$ cat src/rtl/bit_index_serializer.sv
// Serializes one WIDTH-bit word into a stream of set-bit indices, lowest first,
// each beat tagged with a 1-based ordinal; an all-zero word yields one marker beat.
module bit_index_serializer #(
    parameter  int WIDTH = 63,
    localparam int IDX_W = $clog2(WIDTH),
    localparam int CNT_W = $clog2(WIDTH) + 1
) (
    input  logic             clk_i,
    input  logic             srst_n_i,
    input  logic [WIDTH-1:0] data_i,
    input  logic             data_val_i,
    output logic             data_ready_o,
    output logic [IDX_W-1:0] idx_o,
    output logic [CNT_W-1:0] idx_num_o,
    output logic             idx_none_o,
    output logic             idx_last_o,
    output logic             idx_val_o,
    input  logic             idx_ready_i,
    output logic             dbg_state_o
);

    // Handshake: a transfer happens on a rising edge where valid and ready are
    // both high; valid never drops and its payload never changes until then.

    typedef enum logic {
        ST_IDLE = 1'b0,
        ST_EMIT = 1'b1
    } state_t;

    state_t             r_state;
    logic [WIDTH-1:0]   r_mask;
    logic [IDX_W-1:0]   r_idx;
    logic [CNT_W-1:0]   r_num;
    logic               r_none;
    logic               r_last;
    logic               r_val;

    logic [WIDTH-1:0]   w_src;
    logic [WIDTH-1:0]   w_rest;
    logic [IDX_W-1:0]   w_low_idx;
    logic               w_src_zero;
    logic               w_rest_zero;

    // The same encoder serves the incoming word and the residual mask.
    assign w_src       = (r_state == ST_IDLE) ? data_i : r_mask;
    assign w_rest      = w_src & (w_src - WIDTH'(1));
    assign w_src_zero  = (w_src == '0);
    assign w_rest_zero = (w_rest == '0);

    always_comb begin
        w_low_idx = '0;
        for (int i = WIDTH - 1; i >= 0; i--) begin
            if (w_src[i]) begin
                w_low_idx = IDX_W'(i);
            end
        end
    end

    always_ff @(posedge clk_i) begin
        if (!srst_n_i) begin
            r_state <= ST_IDLE;
            r_mask  <= '0;
            r_idx   <= '0;
            r_num   <= '0;
            r_none  <= 1'b0;
            r_last  <= 1'b0;
            r_val   <= 1'b0;
        end else begin
            case (r_state)
                ST_IDLE: begin
                    if (data_val_i) begin
                        r_state <= ST_EMIT;
                        r_val   <= 1'b1;
                        if (w_src_zero) begin
                            r_idx  <= '0;
                            r_num  <= '0;
                            r_none <= 1'b1;
                            r_last <= 1'b1;
                            r_mask <= '0;
                        end else begin
                            r_idx  <= w_low_idx;
                            r_num  <= CNT_W'(1);
                            r_none <= 1'b0;
                            r_last <= w_rest_zero;
                            r_mask <= w_rest;
                        end
                    end
                end
                ST_EMIT: begin
                    if (idx_ready_i) begin
                        if (r_last) begin
                            // idx/num are left as-is; they are meaningless once valid drops.
                            r_state <= ST_IDLE;
                            r_val   <= 1'b0;
                            r_none  <= 1'b0;
                            r_last  <= 1'b0;
                        end else begin
                            r_idx  <= w_low_idx;
                            r_num  <= r_num + CNT_W'(1);
                            r_last <= w_rest_zero;
                            r_mask <= w_rest;
                        end
                    end
                end
                default: begin
                    r_state <= ST_IDLE;
                    r_val   <= 1'b0;
                end
            endcase
        end
    end

    assign data_ready_o = !r_val;
    assign idx_o        = r_idx;
    assign idx_num_o    = r_num;
    assign idx_none_o   = r_none;
    assign idx_last_o   = r_last;
    assign idx_val_o    = r_val;
    assign dbg_state_o  = (r_state == ST_EMIT);

endmodule
$ cat config.mk
export PLATFORM = sky130hd
export DESIGN_NAME = bit_index_serializer
export DESIGN_NICKNAME = d
export VERILOG_FILES = /design/src/rtl/bit_index_serializer.sv
export SDC_FILE = /design/constraint.sdc
export NUM_CORES = 1
export LEC_CHECK = 0
export ABC_AREA = 1
export CAP_MARGIN = 5
export CORE_MARGIN = 1
export CORE_UTILIZATION = 47
export DETAILED_ROUTE_END_ITERATION = 10
export PLACE_DENSITY = 0.7
export SYNTH_ARGS = -nofsm -noshare
export SYNTH_HDL_FRONTEND = slang
export SYNTH_SLANG_ARGS = --single-unit
$ cat constraint.sdc
create_clock -name clk_i -period 7.45 [get_ports clk_i]
set_clock_uncertainty 0.1 [all_clocks]
set_input_delay 0.745 -clock clk_i [delete_from_list [all_inputs] [get_ports clk_i]]
set_output_delay 0.745 -clock clk_i [all_outputs]
set_load 0.03 [all_outputs]
# Word-level counts from Yosys, hierarchy flattened
# Cells that the tools add are included.
[op_classes]
add_sub_neg = 2
n_eq_ne = 4
mux = 95
bitwise = 2
reduce_logical = 6
[ops]
columns = ["operator", "n"]
rows = [
  ["2-to-1 mux 6 bit", 67],
  ["2-to-1 mux 63 bit", 5],
  ["logical NOT 63 bit", 2],
  ["case mux 63 bit (2 select lines)", 1],
  ["AND 63 bit", 1],
  ["subtractor 63 x 1 -> 63 bit, second input constant", 1],
  ["2-to-1 mux 7 bit", 3],
  ["case mux 7 bit (2 select lines)", 1],
  ["2-to-1 mux 1 bit", 13],
  ["case mux 6 bit (2 select lines)", 1],
  ["case mux 1 bit (2 select lines)", 4],
  ["adder 7 x 1 -> 7 bit, second input constant", 1],
  ["inequality test 2 bit, second input constant", 3],
  ["AND reduction 3 bit", 2],
  ["inequality test 2 x 1 -> 1 bit, second input constant", 1],
  ["AND reduction 2 bit", 1],
  ["logical NOT 1 bit", 1],
  ["inverter 1 bit", 1],
]
[word_totals]
register_bits = 80
input_bits = 67

# Logic depth before layout (Yosys ltp)
[depth]
ltp_word = 67
ltp_mapped = 65
ltp_nobuf = 65

# Worst setup path after synthesis
# Ideal clock, no wire load.
[synth_timing]
path_kind = "reg2reg"
start = "register r_state (netlist: dbg_state_o)"
end = "register r_last (netlist: idx_last_o)"
setup_ns = 0.074
arrival_ns = 3.994
required_ns = 7.276
path_slack_ns = 3.282
path_stages_with_launch = 30
n_path_buf = 3
period_less_slack_ns = 4.168
cell_sequence = "dfxtp_1 buf_2 buf_6 buf_6 mux2i_2 nand2_1 nor2_2 inv_2 nor2_2 inv_2 nor2_1 inv_2 nor2_2 inv_2 nor2_2 inv_2 nor2_2 inv_2 nor2_2 inv_2 nor2_2 nand3_1 nand3b_1 nor3_2 a41oi_1 nor4_1 nand2_1 nor2_1 o2111ai_1 a31oi_1"
[synth_between]
elab_chain_cells = 7
elab_cells_between_ends = 14
classes_between = "add/sub: 1; eq/ne: 2; mux: 6; bitwise: 2; reduce/logical: 3"
[synth_rtl]
columns = ["element", "line_no", "source"]
rows = [
  ["from (decl)", "30", "state_t r_state;"],
  ["from (signal assigned)", "61", "r_state <= ST_IDLE;"],
  ["from (signal assigned)", "72", "r_state <= ST_EMIT;"],
  ["from (signal assigned)", "93", "r_state <= ST_IDLE;"],
  ["2-to-1 mux 63 bit", "45", "assign w_src = (r_state == ST_IDLE) ? data_i : r_mask;"],
  ["subtractor 63 x 1 -> 63 bit", "46", "assign w_rest = w_src & (w_src - WIDTH'(1));"],
  ["AND 63 bit", "46", ""],
  ["logical NOT 63 bit", "48", "assign w_rest_zero = (w_rest == '0);"],
  ["2-to-1 mux 1 bit, on equally long branches", "91, 74", ""],
  ["2-to-1 mux 1 bit, on equally long branches", "90, 71", ""],
  ["case mux 1 bit (2 select lines)", "69", "case (r_state)"],
  ["to (signal assigned)", "84", "r_last <= w_rest_zero;"],
  ["to (signal assigned)", "100", "r_last <= w_rest_zero;"],
  ["to (decl)", "35", "logic r_last;"],
]
# Several ways; a longest one is shown, not always the timed one. The select of a mux whose other input is x is not followed.
# A chain may end at the register's enable or synchronous reset.

# Worst setup path in the final report
[layout_timing]
start = "register r_state (netlist: dbg_state_o)"
end = "register r_idx[0] (netlist: idx_o[0])"
[layout_between]
elab_chain_cells = 66
elab_cells_between_ends = 74
classes_between = "eq/ne: 3; mux: 68; bitwise: 1; reduce/logical: 2"
[layout_rtl]
columns = ["element", "line_no", "source"]
rows = [
  ["2-to-1 mux 63 bit", "45", ""],
  ["2-to-1 mux 6 bit (62 in a row)", "53", "if (w_src[i]) begin"],
  ["2-to-1 mux 6 bit, on equally long branches", "91, 74", ""],
  ["2-to-1 mux 6 bit, on equally long branches", "90, 71", ""],
  ["case mux 6 bit (2 select lines)", "69", ""],
  ["to (signal assigned)", "81", "r_idx <= w_low_idx;"],
  ["to (signal assigned)", "98", "r_idx <= w_low_idx;"],
  ["to (decl)", "32", "logic [IDX_W-1:0] r_idx;"],
]
# Several ways; a longest one is shown, not always the timed one. The select of a mux whose other input is x is not followed.

==> impl_metrics.yaml <==
status:
  outcome: "finished with violations"
  violations: "design-rule violations"
routing:
  post_drt_wl_per_cell_um: 12.8
  route.final.wire_length_um: 15100
  drc: 8
  ant_nets: 0
  dr.pass1.iters: 8
  viasPerCell: 5.06
  routed-via-count: 5940
  drtIter0Drc: 438
worst_setup_path:
  required_ns: 7.63
  cp-start-kind: "flop"
  worstPathArrival_ns: 5.39
  cp-end-kind: "flop"
  path_class: "flop to flop"
  crit_slowest_cell: "dfxtp_2"
  cpMostUsedCell: "nand2_1"
  cp_max_fo: 61
  max_stage_delay_ns: 0.85
placement:
  numPortBuffers: 84
  dpl.hpwl_um: 11100
  dpl-instance-area_um2: 6480
  place.gp.congestion: 0.895
  place_ws_ns: 2.35
  dp.cells: 1159
global_routing:
  grt_pass1_wl_um: 25900
  grt_max_degree: 73
  grt_pass1_vias: 5678
  grt_usage: 0.255
  grt_overflow: 0
  antenna_found_initial: 0
final_layout:
  area_growth_pct: 21.3
  final_cell_mix: "nand2_1 (257), inv_1 (118), nor2_1 (116)"
  nets: 1095
  utilization: 0.590
  fin_cells: 1175
  post_route_cells_drive_above_1_share: 0.0988
  antenna_cells: 0
  stdcell_area_um2: 6790
  final_common_cell: "nand2_1"
sta:
  grt_setup_unrepaired: "no"
  fin_crit_ns: 5.21
  fin_ws_ns: 2.24
  max_freq_mhz: 192
  tightest_slew_ns: 0.955
  drv_slew: 0
  fin_crit_sh: 0.700
  relSlewSlack: 0.360
  tns_ns: 0
  setup_viol: 0
  hold_viol: 0
cts:
  htreeDepth: 3
  post_cts_resized: 0
  cts-buffers-inserted: 9
  cts-root-buf: "clkbuf_16"
  cts_tree: "built"
  path_clk_slew_ns: 0.06
  cts_hold_buffers: 0
  cts.sinks: 79
  clock_latency_ns: 0.35
  ctsLongestPathBuffers: 2
  postCtsSetupBuffers: 0
flow_run:
  cap_viol_max_count: 0
power_and_ir_drop:
  power_leakage_nw: 2.82
  irDropWorstVdd_mv: 0.137
  p_per_area_nw_per_um2: 198
die:
  core-area_um2: 11500
  die-area_um2: 12400
  chipHeight_um: 111
  rows: 39
  io_pins: 85
  dieWidth_um: 111
  start_util: 0.486
synthesis:
  synth_largest_area_cell: "dfxtp_1"
  synthDistinctLibCells: 40
  synthCells: 962
  seq_area_frac_synth: 0.282
  synth.area.top_cells: "dfxtp_1 (28%), nand2_1 (17%), a21oi_1 (8.7%)"
  syn_nets: 1030
  synth_top_cell_area_share: 0.282
  netlist_area_um2: 5600
  async_flop_share: 0
  synth_edf_count: 0
  syn_area_per_cell_um2: 5.82
  ys_ff_latch: 79
  synth_ff_type: "dfxtp_1"
  yosys_warnings: 0
hold_path:
  hold_path.class: "flop to flop"
[through the flow]
step / hold WS [ns] / power [W]
floorplan: 0.341 / 0.000765
global placement: 0.347 / 0.000871
detailed placement: 0.350 / 0.000870
CTS: 0.360 / 0.00135
global route: 0.374 / 0.00143
finish: 0.356 / 0.00134
[Yosys cell counts, types with 10 or more instances]
library cell	n
nand2_1	258
inv_1	120
nor2_1	116
a21oi_1	97
dfxtp_1	79
o21ai_1	34
inv_2	29
o21ai_0	28
nand3_1	24
or2_2	24
or2_1	22
clkbuf_1	19
nor4_1	15
o21ai_2	13
nand4_1	12
nor3_1	11
or2_0	10
[path summary, 6_finish.rpt]
path / cells past startpoint / slack [ns] / end / startpoint
max: 64 / 2.24 / idx_o[0] / dbg_state_o
min: 1 / 0.36 / idx_num_o[6] / idx_num_o[6]
max reg2reg: 64 / 2.24 / idx_o[0] / dbg_state_o
min reg2reg: 1 / 0.36 / idx_num_o[6] / idx_num_o[6]
[registers in the layout, indices dropped and copies added (netlist names)]
signal	cells
idx_val_o	1
dbg_state_o	1
idx_last_o	1
idx_none_o	1
idx_o	6
idx_num_o	7
r_mask	62
[metal layers]
layer  track usage  part of all wire  vias to the layer above  wire length, um
met1         0.350              0.50                     2627             7490
met3        0.0498             0.055                       17              834
li1              -                 -                     3164                -
met2         0.400              0.43                      132             6510
met5             0                 0                        -                0
met4        0.0838             0.016                        0              246
[power breakdown]
part,internal (W),total [W],switching (W)
combinational,0.000145,0.000386,0.000241
clock,0.000292,0.000478,0.000186
sequential,0.000457,0.000478,0.0000211
[critical path, delay by kind of cell, from the launching register on]
family / cells / cell delay [ns]
and+or+nand+nor: 60 / 3.55
DFF: 1 / 0.85
buffers and inverters: 2 / 0.35
AOI/OAI and AO/OA: 2 / 0.25
[layout make-up]
type	instances	area [um^2]
Timing Repair Buffer	89	878
Fill cell	1139	4720
Sequential cell	79	1580
Clock inverter	6	85.1
Tap cell	143	179
Inverter	151	567
Multi-Input combinational cell	697	3270
Clock buffer	10	229
[kinds of logic after synthesis]
group                      count (synthesis)  synth area share
and+or+nand+nor                          506             0.392
DFF                                       79             0.282
muxes                                      3           0.00603
adders and majority gates                  1           0.00223
buffers and inverters                    186             0.134
AOI/OAI and AO/OA                        187             0.183
(Power assumes the default switching activity.)
